[src/rtl/turbo_enc_pkg.sv]
// Shared types and constants for the rate-1/3 turbo encoder.
// Optional trellis termination is enabled with the TURBO_ENC_TAIL_EN macro.
package turbo_enc_pkg;

  typedef enum logic [2:0] {
    ST_LOAD,
    ST_ENC,
    ST_TAIL1,
    ST_TAIL2,
    ST_FLUSH
  } state_t;

  // RSC state vector is {s1,s2,s3}; feedback 1+D^2+D^3, parity 1+D+D^3
  localparam logic [2:0] RSC_FB_TAPS  = 3'b011;
  localparam logic [2:0] RSC_PAR_TAPS = 3'b101;

  localparam int DEF_K  = 40;
  localparam int DEF_F1 = 3;
  localparam int DEF_F2 = 10;

  function automatic int clog2(input int n);
    int r;
    r = 0;
    for (int v = 1; v < n; v = v * 2) r = r + 1;
    return r;
  endfunction

endpackage

[src/rtl/rsc_enc.sv]
// 8-state recursive systematic convolutional encoder; sys/par are combinational
// for the current state, the state advances on step. term forces a=0 (trellis flush).
module rsc_enc
  import turbo_enc_pkg::*;
(
  input  logic clk,
  input  logic rst,
  input  logic clear,
  input  logic step,
  input  logic term,
  input  logic u,
  output logic sys,
  output logic par
);

  logic [2:0] st_q;
  logic       fb;
  logic       a;

  assign fb  = ^(st_q & RSC_FB_TAPS);
  assign sys = term ? fb : u;
  assign a   = sys ^ fb;
  assign par = a ^ (^(st_q & RSC_PAR_TAPS));

  always_ff @(posedge clk or negedge rst) begin
    if (!rst) begin
      st_q <= '0;
    end else if (clear) begin
      st_q <= '0;
    end else if (step) begin
      st_q <= {a, st_q[2:1]};
    end
  end

endmodule

[src/rtl/turbo_encode.sv]
// Rate-1/3 turbo encoder: buffers one K-bit frame, encodes it with two RSCs (second in
// QPP order). TURBO_ENC_TAIL_EN adds 6 termination beats per frame.
//
// state    | meaning
// ---------+-----------------------------------------------------------
// ST_LOAD  | accept info bits into the frame buffer
// ST_ENC   | emit K systematic/parity beats
// ST_TAIL1 | 3 termination beats driving RSC1 to 000
// ST_TAIL2 | 3 termination beats driving RSC2 to 000
// ST_FLUSH | wait for the out_last handshake
module turbo_encode
  import turbo_enc_pkg::*;
#(
  parameter int K  = DEF_K,
  parameter int F1 = DEF_F1,
  parameter int F2 = DEF_F2
) (
  input  logic clk,
  input  logic rst,
  input  logic in_valid,
  output logic in_ready,
  input  logic in_bit,
  output logic out_valid,
  input  logic out_ready,
  output logic out_x,
  output logic out_y1,
  output logic out_y2,
  output logic out_tail,
  output logic out_last,
  output logic busy
);

  localparam int              AW       = clog2(K);
  localparam logic [AW-1:0]   ONE      = AW'(1);
  localparam logic [AW-1:0]   LAST_IDX = AW'(K - 1);
  localparam logic [AW-1:0]   TAIL_IDX = AW'(2);
  localparam logic [AW:0]     K_EXT    = (AW + 1)'(K);
  localparam logic [AW-1:0]   G_INIT   = AW'((F1 + F2) % K);
  localparam logic [AW-1:0]   G_STEP   = AW'((2 * F2) % K);

  state_t        state_q, state_d;
  logic [AW-1:0] cnt_q, cnt_d;
  logic [AW-1:0] pi_q, pi_d;
  logic [AW-1:0] g_q, g_d;
  logic [K-1:0]  frame_q;

  logic out_load, beat, rsc_clear;
  logic x_d, y1_d, y2_d, tail_d, last_d;
  logic sys1, sys2, par1, par2;
  logic step1, step2, term1, term2;

  logic [AW:0]   pi_sum, g_sum;
  logic [AW-1:0] pi_next, g_next;

  assign in_ready = (state_q == ST_LOAD);
  assign busy     = (state_q != ST_LOAD) || (cnt_q != '0);
  assign out_load = !out_valid || out_ready;

  // Incremental QPP: each modulo is a single compare-and-subtract of K
  assign pi_sum  = {1'b0, pi_q} + {1'b0, g_q};
  assign pi_next = (pi_sum >= K_EXT) ? AW'(pi_sum - K_EXT) : AW'(pi_sum);
  assign g_sum   = {1'b0, g_q} + {1'b0, G_STEP};
  assign g_next  = (g_sum >= K_EXT) ? AW'(g_sum - K_EXT) : AW'(g_sum);

  assign term1 = (state_q == ST_TAIL1);
  assign term2 = (state_q == ST_TAIL2);
  assign step1 = beat && ((state_q == ST_ENC) || term1);
  assign step2 = beat && ((state_q == ST_ENC) || term2);

  rsc_enc u_rsc1 (
    .clk   (clk),
    .rst   (rst),
    .clear (rsc_clear),
    .step  (step1),
    .term  (term1),
    .u     (frame_q[cnt_q]),
    .sys   (sys1),
    .par   (par1)
  );

  rsc_enc u_rsc2 (
    .clk   (clk),
    .rst   (rst),
    .clear (rsc_clear),
    .step  (step2),
    .term  (term2),
    .u     (frame_q[pi_q]),
    .sys   (sys2),
    .par   (par2)
  );

  always_comb begin
    state_d   = state_q;
    cnt_d     = cnt_q;
    pi_d      = pi_q;
    g_d       = g_q;
    rsc_clear = 1'b0;
    beat      = 1'b0;
    x_d       = (state_q == ST_TAIL2) ? sys2 : sys1;
    y1_d      = par1;
    y2_d      = par2;
    tail_d    = 1'b0;
    last_d    = 1'b0;
    case (state_q)
      ST_LOAD: begin
        if (in_valid) begin
          cnt_d = cnt_q + ONE;
          if (cnt_q == LAST_IDX) begin
            state_d   = ST_ENC;
            cnt_d     = '0;
            pi_d      = '0;
            g_d       = G_INIT;
            rsc_clear = 1'b1;
          end
        end
      end
      ST_ENC: begin
        if (out_load) begin
          beat  = 1'b1;
          cnt_d = cnt_q + ONE;
          pi_d  = pi_next;
          g_d   = g_next;
          if (cnt_q == LAST_IDX) begin
            cnt_d = '0;
`ifdef TURBO_ENC_TAIL_EN
            state_d = ST_TAIL1;
`else
            state_d = ST_FLUSH;
            last_d  = 1'b1;
`endif
          end
        end
      end
`ifdef TURBO_ENC_TAIL_EN
      ST_TAIL1: begin
        y2_d   = 1'b0;
        tail_d = 1'b1;
        if (out_load) begin
          beat  = 1'b1;
          cnt_d = cnt_q + ONE;
          if (cnt_q == TAIL_IDX) begin
            cnt_d   = '0;
            state_d = ST_TAIL2;
          end
        end
      end
      ST_TAIL2: begin
        y1_d   = 1'b0;
        tail_d = 1'b1;
        if (out_load) begin
          beat  = 1'b1;
          cnt_d = cnt_q + ONE;
          if (cnt_q == TAIL_IDX) begin
            cnt_d   = '0;
            last_d  = 1'b1;
            state_d = ST_FLUSH;
          end
        end
      end
`endif
      ST_FLUSH: begin
        if (out_valid && out_ready) begin
          state_d = ST_LOAD;
          cnt_d   = '0;
        end
      end
      default: state_d = ST_LOAD;
    endcase
  end

  always_ff @(posedge clk or negedge rst) begin
    if (!rst) begin
      state_q   <= ST_LOAD;
      cnt_q     <= '0;
      pi_q      <= '0;
      g_q       <= '0;
      out_valid <= 1'b0;
      out_x     <= 1'b0;
      out_y1    <= 1'b0;
      out_y2    <= 1'b0;
      out_tail  <= 1'b0;
      out_last  <= 1'b0;
    end else begin
      state_q <= state_d;
      cnt_q   <= cnt_d;
      pi_q    <= pi_d;
      g_q     <= g_d;
      if (out_load) begin
        out_valid <= beat;
        if (beat) begin
          out_x    <= x_d;
          out_y1   <= y1_d;
          out_y2   <= y2_d;
          out_tail <= tail_d;
          out_last <= last_d;
        end
      end
    end
  end

  // Frame buffer contents are don't-care after reset, so no reset here
  always_ff @(posedge clk) begin
    if (in_ready && in_valid) frame_q[cnt_q] <= in_bit;
  end

endmodule

[config.mk]
export PLATFORM = sky130hd
export DESIGN_NAME = turbo_encode
export DESIGN_NICKNAME = d
export VERILOG_FILES = /design/src/rtl/turbo_enc_pkg.sv /design/src/rtl/rsc_enc.sv /design/src/rtl/turbo_encode.sv
export SDC_FILE = /design/constraint.sdc
export NUM_CORES = 1
export LEC_CHECK = 0
export ABC_AREA = 1
export BUFFER_PORTS_ARGS = -buffer_cell sky130_fd_sc_hd__buf_2
export CAP_MARGIN = 30
export CORE_UTILIZATION = 30
export DETAILED_ROUTE_END_ITERATION = 12
export GPL_ROUTABILITY_DRIVEN = 0
export HOLD_SLACK_MARGIN = 0.05
export PLACE_DENSITY = 0.45
export SLEW_MARGIN = 20
export SYNTH_ARGS = -nofsm -noshare
export SYNTH_HDL_FRONTEND = slang
export SYNTH_SLANG_ARGS = --single-unit
[constraint.sdc]
create_clock -name clk -period 1.87 [get_ports clk]
set_input_delay 0 -clock clk [delete_from_list [all_inputs] [get_ports clk]]
set_output_delay 0 -clock clk [all_outputs]
set_load 0.01 [all_outputs]
==> results.py, run 1 <==
metrics = {
    "grt": {
        "met2_usage": 0.279,
        "overflow": 0,
        "grt_usage": 0.172,
        "antenna_found_initial": 0,
        "top_usage_layer": "met2",
        "met3_usage": 0.0338,
        "grt_pass1_vias": 3527,
        "grt_pass1_wl_um": 18300,
        "grt_max_degree": 41,
        "grt_util_met1": 0.219,
    },
    "cells_and_area": {
        "final.fill_count": 1324,
        "post-route-util": 0.417,
        "design_area_sq_um": 5500,
        "fin_nets": 603,
        "drive_gt1_frac": 0.291,
        "multiInputGateArea_sq_um": 2070,
        "area_delta_synth_final_pct": 35.7,
        "seq_area_sq_um": 1960,
        "diodes": 0,
    },
    "setup_path": {
        "crit_path_end_kind": "flip-flop",
        "worstSetupPathType": "flip-flop to flip-flop",
        "cp_max_fo": 4,
        "path_delay_family": "simple AND/OR/NAND/NOR gates",
        "critPathRequiredTime_ps": 2100,
        "cpPeakStageDelay_ps": 420,
        "worstSetupStartpointType": "flip-flop",
        "path_buf_inv": 1,
        "timing.critical_path.cells": "ha_4, ha_4, nand3_2, nand2_1, or2_1, nand2_2, ha_4, o21ai_2, nand2_1, nand2_2, inv_2, nand2_1, nand3_1, o21ai_1",
        "slowest_stage": "dfrtp_1",
        "crit_arrival_ps": 2120,
    },
    "synth": {
        "yosysTopAreaCell": "edfxtp_1",
        "yosysMostFrequentCell": "nand2_1",
        "ys_async_sr_fraction": 0.429,
        "synth.area.top_cells": "edfxtp_1 (30%), dfrtp_1 (19%), nand2_1 (12%), nand3_1 (6.3%), nor2_1 (6.0%)",
        "synth-simple-area-share": 0.272,
        "synth_cell_types": 29,
        "yosys_warnings": 0,
        "synth_nets": 526,
        "synth_top_cell_area_share": 0.296,
        "synth_ff_type": "edfxtp_1",
        "netlist_instances": 509,
        "synth_seq_area_share": 0.482,
        "synth.avg_cell_area_sq_um": 7.96,
        "synth_mux_area_frac": 0,
        "synth_edf_count": 40,
        "yosys_register_bits": 70,
        "synth_commonest_cells": "nand2_1 (126), nor2_1 (65), inv_1 (55)",
        "syn-cell-area_sq_um": 4050,
        "synthAdderAreaFrac": 0.0370,
        "synth_xor_xnor_area_share": 0.0173,
        "synth-compound-area-share": 0.107,
        "synth_top_family_by_area": "simple AND/OR/NAND/NOR gates",
    },
    "flow_run": {
        "maxCapViolCount": 0,
    },
    "sta": {
        "slew_headroom": 0.530,
        "layout_setup_ws_ps": -21.9,
        "max_clock_freq_mhz": 529,
        "clock_skew_ps": 6.61,
        "hold_violations": 0,
        "hold_slack_ps": 202,
        "finalSetupViolCount": 4,
        "worst_slew_pin_slew_ps": 704,
        "fin_crit_sh": 1.01,
        "report.final.slew_viol_count": 0,
        "period_needed_ps": 1890,
        "tns_ps": -37.6,
        "rsz0062_at_grt": "true",
    },
    "drt": {
        "dr.pass1.iters": 5,
        "dr_total_vias": 3686,
        "antenna_left": 0,
        "drtIter0Drc": 228,
        "drt-vias-per-instance": 4.81,
        "drcViolationCount": 0,
        "route.final.wire_length_um": 11700,
        "post_drt_wl_per_cell_um": 15.2,
    },
    "floorplan": {
        "core.rowCount": 42,
        "die_y_um": 118,
        "io_pins": 13,
        "die_w_um": 118,
        "die_area_sq_um": 14000,
        "core_sq_um": 13200,
        "start_util": 0.307,
    },
    "placed_design": {
        "io_buffer_count": 11,
        "post-dp-hpwl_um": 8140,
        "placed_area_sq_um": 4640,
        "pre_cts_slack_ps": -149,
    },
    "clock_network": {
        "cts_sinks": 70,
        "cts_buffer_depth": 2,
        "cts_buffers": 9,
        "htreeDepth": 3,
        "clk_pin_slew_ps": 60,
        "tritoncts": "done",
        "clk_latency_ps": 340,
        "clockRootBuffer": "clkbuf_16",
    },
    "outcome": {
        "outcome": "finished with violations",
        "violations": "setup timing",
    },
    "power": {
        "combPwrFrac": 0.611,
        "irDropWorstVdd_mv": 0.576,
        "powerDensity_nw_per_um2": 1930,
        "swShare": 0.426,
        "p_clk_frac": 0.169,
        "p_seq_frac": 0.220,
        "p_leak_nw": 2.39,
        "p_switching_w": 0.00451,
        "internal-power_w": 0.00608,
    },
    "worst_hold_path": {
        "hp-class": "input pin to flip-flop",
    },
}
layout by cell type, fill, tap and decap left out, types with 4 or more instances in the layout:
master / instances
o21ai_1: 16
nor3_1: 6
ha_4: 5
nand2_1: 103
xor2_1: 4
ha_1: 5
nand3_1: 29
buf_6: 4
dfrtp_2: 5
nor2_1: 64
inv_2: 6
inv_1: 53
o21ai_0: 17
o21ai_2: 5
clkbuf_16: 13
edfxtp_1: 40
o22ai_1: 9
o211ai_1: 7
buf_4: 57
nand3_2: 20
buf_2: 11
nand2_2: 22
a21oi_1: 23
dfrtp_1: 25
flip-flops by register name, summed over array words and instances (netlist names):
signal / cells
u_rsc1.st_q: 3
frame_q: 40
pi_q: 6
u_rsc2.st_q: 3
state_q: 2
out_valid: 1
cnt_q: 6
out_last: 1
out_y1: 1
out_x: 1
g_q: 5
out_y2: 1
layout make-up:
class,instances,area share
clock inverter,6,0.0139
timing repair buffer,81,0.129
inverter,61,0.0432
tap,176,0.0401
multi-input combinational,363,0.376
clock buffer,10,0.0416
sequential,70,0.356
per-stage QoR:
stage / power, W / cells
floorplan: 0.00540 / 509
CTS: 0.00941 / 753
finish: 0.0106 / 767
detailed placement: 0.00721 / 731
global route: 0.0115 / 767
global placement: 0.00716 / 731
power groups by stage:
stage,registers (W),logic (W),clock network (W)
6_report,0.00233,0.00647,0.00179
3_5_place_dp,0.00231,0.00490,0
4_1_cts,0.00230,0.00528,0.00184
2_1_floorplan,0.00225,0.00315,0
5_1_grt,0.00238,0.00718,0.00190
3_3_place_gp,0.00230,0.00486,0
per-layer routing:
layer | routed length (um) | vias up
li1 | - | 1833
met1 | 5300 | 1743
met2 | 5660 | 85
met3 | 466 | 25
met4 | 259 | 0
met5 | 0 | -
what timing repair did:
action,4_1_cts,5_1_grt
setup buffers,4,9
gates cloned,0,5
endpoints found under the hold margin,32,0
resized for setup,22,73
hold buffers,2,0
pin swaps,10,45
setup endpoints to repair,8,17
kinds of logic (layout without fill, tap and decap cells):
family	Yosys count	in the layout
and+or+nand+nor	262	262
AOI/OAI and AO/OA	80	80
xor gates and xnor gates	8	8
buffers and inverters	76	158
other	1	1
DFF	70	70
adders and majority gates	12	12
tightest hold or removal path: cells and delay by family:
| family | cells | cell delay [ps] |
|---|---|---|
| AND/OR/NAND/NOR | 3 | 260 |
| buffers and inverters | 2 | 170 |
| AO/OA/AOI/OAI | 1 | 80 |
worst paths after layout:
path	from	to	slack [ps]	cells past startpoint
min in group asynchronous	rst	out_valid	240	2
worst min register to register	out_y1	out_y1	470	2
max in group asynchronous	rst	g_q[2]	1130	2
worst min-delay path	in_valid	cnt_q[2]	200	6
worst max register to register	pi_q[0]	pi_q[3]	-20	14
worst max-delay path	pi_q[0]	pi_q[3]	-20	14
Power figures use the tool's default switching activity.
==> run 2, diff against run 1 <==
==> constraint.sdc (replaced) <==
create_clock -name clk -period 1.87 [get_ports clk]
set_input_delay 0.2805 -clock clk [delete_from_list [all_inputs] [get_ports clk]]
set_output_delay 0.2805 -clock clk [all_outputs]
set_load 0.01 [all_outputs]
==> run 2 against run 1 <==
  * The flow still finishes with violations (setup timing)
  * Worst setup slack barely moved
  * Non-clock buffer count fell by 1
  * Power barely moved
  * Wire length fell by 0.32%
  * Clock skew barely moved
  * Via count barely moved
  * Clock power barely moved
  * Worst hold slack improved by 36 ps
  * Sequential share of layout area barely moved
==> results.py, run 2 (synthesis results as in run 1) <==
metrics = {
    "setup_path": {
        "cp_max_fo": 4,
        "crit_arrival_ps": 2120,
        "worstSetupPathType": "flip-flop to flip-flop",
        "critPathRequiredTime_ps": 2100,
        "worstReg2RegStart": "pi_q[0]",
        "r2r_slack_ps": -20,
        "worstSetupStartpointType": "flip-flop",
        "crit_path_end_kind": "flip-flop",
        "reg2reg_depth": 14,
        "reg2reg_to": "pi_q[3]",
        "startpoint": "pi_q[0]",
    },
    "floorplan": {
        "io_pins": 13,
        "die_area_sq_um": 14000,
        "start_util": 0.307,
        "die_y_um": 118,
        "die_w_um": 118,
        "core.rowCount": 42,
        "core_sq_um": 13200,
    },
    "placed_design": {
        "placed_area_sq_um": 4640,
        "io_buffer_count": 11,
        "placedCellCount": 731,
        "post-dp-hpwl_um": 8140,
    },
    "drt": {
        "drcViolationCount": 0,
        "dr_total_vias": 3688,
        "route.final.wire_length_um": 11700,
        "drtIter0Drc": 231,
        "antenna_left": 0,
        "dr.pass1.iters": 6,
        "drt-vias-per-instance": 4.81,
        "post_drt_wl_per_cell_um": 15.2,
    },
    "cells_and_area": {
        "drive_gt1_frac": 0.293,
        "design_area_sq_um": 5490,
        "top_register": "frame_q",
        "reg.largest.list": "frame_q x40, cnt_q x6, pi_q x6",
        "fin_nets": 602,
        "area_delta_synth_final_pct": 35.5,
        "largest_register_ffs": 40,
        "instances_no_fill": 766,
        "layout_common_cells": "nand2_1 (103), nor2_1 (63), buf_4 (57)",
        "mostFrequentLayoutCell": "nand2_1",
        "diodes": 0,
    },
    "worst_hold_path": {
        "whs_endpoint": "out_valid",
        "holdPathStages": 4,
        "hp-class": "input pin to flip-flop",
        "holdCritStartpoint": "out_ready",
    },
    "clock_network": {
        "tritoncts": "done",
        "clk_latency_ps": 340,
        "clk_pin_slew_ps": 60,
        "cts_buffer_depth": 2,
        "htreeDepth": 3,
        "clockRootBuffer": "clkbuf_16",
        "cts_buffers": 9,
        "cts_sinks": 70,
    },
    "sta": {
        "finalSetupViolCount": 4,
        "report.final.slew_viol_count": 0,
        "hold_violations": 0,
        "slew_headroom": 0.531,
        "worst_slew_pin_slew_ps": 703,
        "clock_skew_ps": 6.66,
        "max_clock_freq_mhz": 529,
        "rsz0062_at_grt": "true",
        "fin_crit_sh": 1.01,
        "layout_setup_ws_ps": -21.9,
        "period_needed_ps": 1890,
        "hold_slack_ps": 237,
    },
    "grt": {
        "antenna_found_initial": 0,
        "grt_pass1_wl_um": 18300,
        "top_usage_layer": "met2",
        "met3_usage": 0.0338,
        "grt_usage": 0.172,
        "overflow": 0,
        "grt_util_met1": 0.219,
        "met2_usage": 0.279,
        "grt_pass1_vias": 3527,
        "grt_max_degree": 41,
    },
    "power": {
        "irDropWorstVdd_mv": 0.577,
        "power.total_w": 0.0106,
        "p_leak_nw": 2.38,
        "powerDensity_nw_per_um2": 1930,
    },
    "outcome": {
        "outcome": "finished with violations",
        "violations": "setup timing",
    },
    "flow_run": {
        "maxCapViolCount": 0,
    },
}
==> run 2: layout make-up <==
class	instances	area [sq um]
clock inverter	6	76.3
inverter	61	238
tap	176	220
sequential	70	1960
clock buffer	10	229
fill	1326	7700
timing repair buffer	80	698
multi-input combinational	363	2070
==> run 2: through the flow <==
stage / utilization / setup TNS, ps / setup slack (ps)
2_1_floorplan: - / 0 / 18.6
3_3_place_gp: 0.352 / -253 / -89.4
3_5_place_dp: 0.352 / -494 / -149
4_1_cts: 0.383 / -132 / -49.1
5_1_grt: 0.416 / -861 / -165
6_report: 0.416 / -40.5 / -21.9
==> run 2: power breakdown <==
group	switching (W)	leakage [nW]	total, W	internal (W)
clock network	0.000635	0.149	0.00179	0.00115
registers	0.000358	0.724	0.00233	0.00197
logic	0.00352	1.51	0.00648	0.00296
total	0.00451	2.38	0.0106	0.00608
==> run 2: how the worst max path moves through the flow <==
stage	cells past startpoint	to
5_1_grt	12	pi_q[3]
6_report	14	pi_q[3]
3_5_place_dp	14	pi_q[3]
4_1_cts	13	pi_q[3]
2_1_floorplan	14	pi_q[4]
3_3_place_gp	12	pi_q[3]
==> run 2: repair_timing <==
action / 4_1_cts / 5_1_grt
cloned: 0 / 5
hold endpoints to repair: 30 / 0
setup buffers: 4 / 9
pin swaps: 10 / 45
hold buffers: 1 / 0
resized for setup: 22 / 74
setup endpoints to repair: 8 / 17
==> run 2: worst max-delay path, stage by stage, from the launching register on <==
cell,delay [ps]
dfrtp_1,420
ha_4,190
ha_4,160
nand3_2,60
nand2_1,60
or2_1,230
nand2_2,100
ha_4,140
o21ai_2,40
nand2_1,60
nand2_2,70
inv_2,70
nand2_1,40
nand3_1,60
o21ai_1,60
==> run 2: metal layers <==
metal  vias up  wire (um)
li1       1833          -
met1      1747       5300
met2        83       5660
met3        25        454
met4         0        244
met5         -          0
==> run 3, diff against run 2 <==
ABC_AREA = 0   (was 1)
SLEW_MARGIN = 0   (was 20)
==> run 3 against run 2 <==
  * The flow still finishes with violations (setup timing)
  * Global-route usage decreased by 0.48 points
  * Die area decreased by 3.0%
  * Register-to-register slack got worse by 420 ps
==> results.py, run 3 <==
metrics = {
    "outcome": {
        "outcome": "finished with violations",
        "violations": "setup timing",
    },
    "power": {
        "irDropWorstVdd_mv": 0.482,
        "powerDensity_nw_per_um2": 1250,
        "p_leak_nw": 2.10,
    },
    "grt": {
        "grt_pass1_vias": 3071,
        "overflow": 0,
        "grt_pass1_wl_um": 16500,
        "grt_max_degree": 41,
        "antenna_found_initial": 0,
        "grt_usage": 0.167,
    },
    "drt": {
        "post_drt_wl_per_cell_um": 17.1,
        "drcViolationCount": 0,
        "dr_total_vias": 3067,
        "antenna_left": 0,
        "dr.pass1.iters": 4,
        "drtIter0Drc": 186,
        "route.final.wire_length_um": 10600,
        "drt-vias-per-instance": 4.93,
    },
    "cells_and_area": {
        "layout_common_cells": "buf_4 (74), nor2_1 (52), edfxtp_1 (40)",
        "multiInputGateArea_sq_um": 1970,
        "post-route-util": 0.410,
        "mostFrequentLayoutCell": "buf_4",
        "reg.largest.list": "frame_q x40, cnt_q x6, pi_q x6",
        "fin_nets": 462,
        "top_register": "frame_q",
        "diodes": 0,
        "largest_register_ffs": 40,
        "seq_area_sq_um": 1960,
        "drive_gt1_frac": 0.329,
        "area_delta_synth_final_pct": 32.3,
        "final.fill_count": 1246,
    },
    "synth": {
        "synth.avg_cell_area_sq_um": 11.0,
        "yosys_warnings": 0,
        "synth_cell_types": 49,
        "synth_ff_type": "edfxtp_1",
        "synth_nets": 375,
        "synth_seq_area_share": 0.497,
        "yosysMostFrequentCell": "nor2_1",
        "synth_commonest_cells": "nor2_1 (54), edfxtp_1 (40), nand2_1 (36)",
        "ys_async_sr_fraction": 0.429,
        "synth_edf_count": 40,
        "syn-cell-area_sq_um": 3930,
        "synth.area.top_cells": "edfxtp_1 (31%), dfrtp_1 (19%), mux2i_1 (7.1%), nor2_1 (5.2%), ha_1 (3.8%)",
        "yosysTopAreaCell": "edfxtp_1",
        "synth_top_cell_area_share": 0.306,
        "yosys_register_bits": 70,
        "netlist_instances": 358,
    },
    "sta": {
        "period_needed_ps": 2310,
        "max_clock_freq_mhz": 433,
        "finalSetupViolCount": 19,
        "clock_skew_ps": 5.15,
        "report.final.slew_viol_count": 0,
        "rsz0062_at_grt": "true",
        "layout_setup_ws_ps": -438,
        "fin_crit_sh": 1.23,
        "worst_slew_pin_slew_ps": 619,
        "hold_slack_ps": 259,
        "slew_headroom": 0.587,
        "hold_violations": 0,
    },
    "floorplan": {
        "die_w_um": 116,
        "die_area_sq_um": 13600,
        "core_sq_um": 12700,
        "core.rowCount": 41,
        "start_util": 0.310,
        "die_y_um": 116,
        "io_pins": 13,
    },
    "setup_path": {
        "worstSetupStartpointType": "flip-flop",
        "crit_arrival_ps": 2530,
        "path_buf_inv": 2,
        "crit_path_end_kind": "flip-flop",
        "cp_max_fo": 4,
        "path_delay_family": "multiplexers",
        "worstSetupPathType": "flip-flop to flip-flop",
        "cpPeakStageDelay_ps": 530,
        "slowest_stage": "mux4_2",
        "timing.critical_path.cells": "buf_12, mux4_2, mux2i_2, o22ai_1, nor3_2, buf_4, xnor3_1, mux2_4",
        "critPathRequiredTime_ps": 2090,
    },
    "placed_design": {
        "post-dp-hpwl_um": 7740,
        "io_buffer_count": 11,
    },
    "clock_network": {
        "cts_buffer_depth": 2,
        "clockRootBuffer": "clkbuf_16",
        "clk_latency_ps": 330,
        "cts_buffers": 9,
        "clk_pin_slew_ps": 60,
        "cts_sinks": 70,
        "htreeDepth": 3,
        "tritoncts": "done",
    },
    "flow_run": {
        "maxCapViolCount": 0,
    },
    "worst_hold_path": {
        "hp-class": "input pin to flip-flop",
    },
}
run 3: path summary, 6_finish.rpt:
kind                                start          to  slack (ps)  cells after the start
worst min register to register      out_x       out_x         480                      2
max in group asynchronous             rst   out_valid         980                      3
worst max-delay path             cnt_q[0]      out_y1        -440                      8
worst min-delay path            out_ready  state_q[2]         260                      4
min in group asynchronous             rst      g_q[4]         400                      2
worst max register to register   cnt_q[0]      out_y1        -440                      8
run 3: power breakdown:
part	leakage (nW)	switching, W	total, W	internal, W
sequential	0.760	0.000215	0.00204	0.00182
combinational	1.20	0.00131	0.00275	0.00143
clock	0.141	0.000673	0.00170	0.00102
total	2.10	0.00220	0.00648	0.00428
run 3: per-stage QoR:
step / total power (W) / setup WS (ps) / TNS [ps] / cells / instance area (sq um)
2_1_floorplan: 0.00342 / -241 / -984 / 358 / 3970
3_3_place_gp: 0.00441 / -550 / -3670 / 597 / 4700
3_5_place_dp: 0.00444 / -590 / -4260 / 597 / 4700
4_1_cts: 0.00636 / -433 / -3450 / 618 / 5110
5_1_grt: 0.00685 / -481 / -5470 / 622 / 5200
6_report: 0.00648 / -438 / -3460 / 622 / 5200
run 3: logic make-up (layout without fill, tap and decap cells):
group                      after synthesis  count (layout)  share of synthesized area
and+or+nand+nor                        135             135                      0.156
xor gates and xnor gates                12              12                     0.0408
DFF                                     70              70                      0.497
AOI/OAI and AO/OA                       63              63                      0.105
adders and majority gates               12              12                     0.0382
muxes                                   38              38                      0.127
buffers and inverters                   27             119                     0.0350
other                                    1               1                   0.000955
run 3: area by class of cell:
type | instances | share of cell area
clock buffer | 9 | 0.0433
sequential | 70 | 0.376
clock inverter | 7 | 0.0123
inverter | 10 | 0.00722
tap | 172 | 0.0414
timing repair buffer | 93 | 0.140
multi-input combinational | 261 | 0.379
run 3: worst register-to-register path: stages (launching register included):
cell and delay (ps):
dfrtp_2 430, buf_12 140, mux4_2 530, mux2i_2 200, o22ai_1 120, nor3_2 160, buf_4 160, xnor3_1 200
mux2_4 260
run 3: what timing repair did:
action / 4_1_cts / 5_1_grt
resized for setup: 24 / 10
hold endpoints to repair: 14 / 0
hold buffers: 1 / 0
pin swaps: 15 / 15
buffers inserted: 6 / 4
setup endpoints to repair: 24 / 27
run 3: metal layers:
metal	vias up	global-route usage	routed length (um)
met5	-	0	0
met4	0	0.0538	144
met3	14	0.0317	342
met2	46	0.272	5140
met1	1521	0.225	4980
li1	1486	-	-
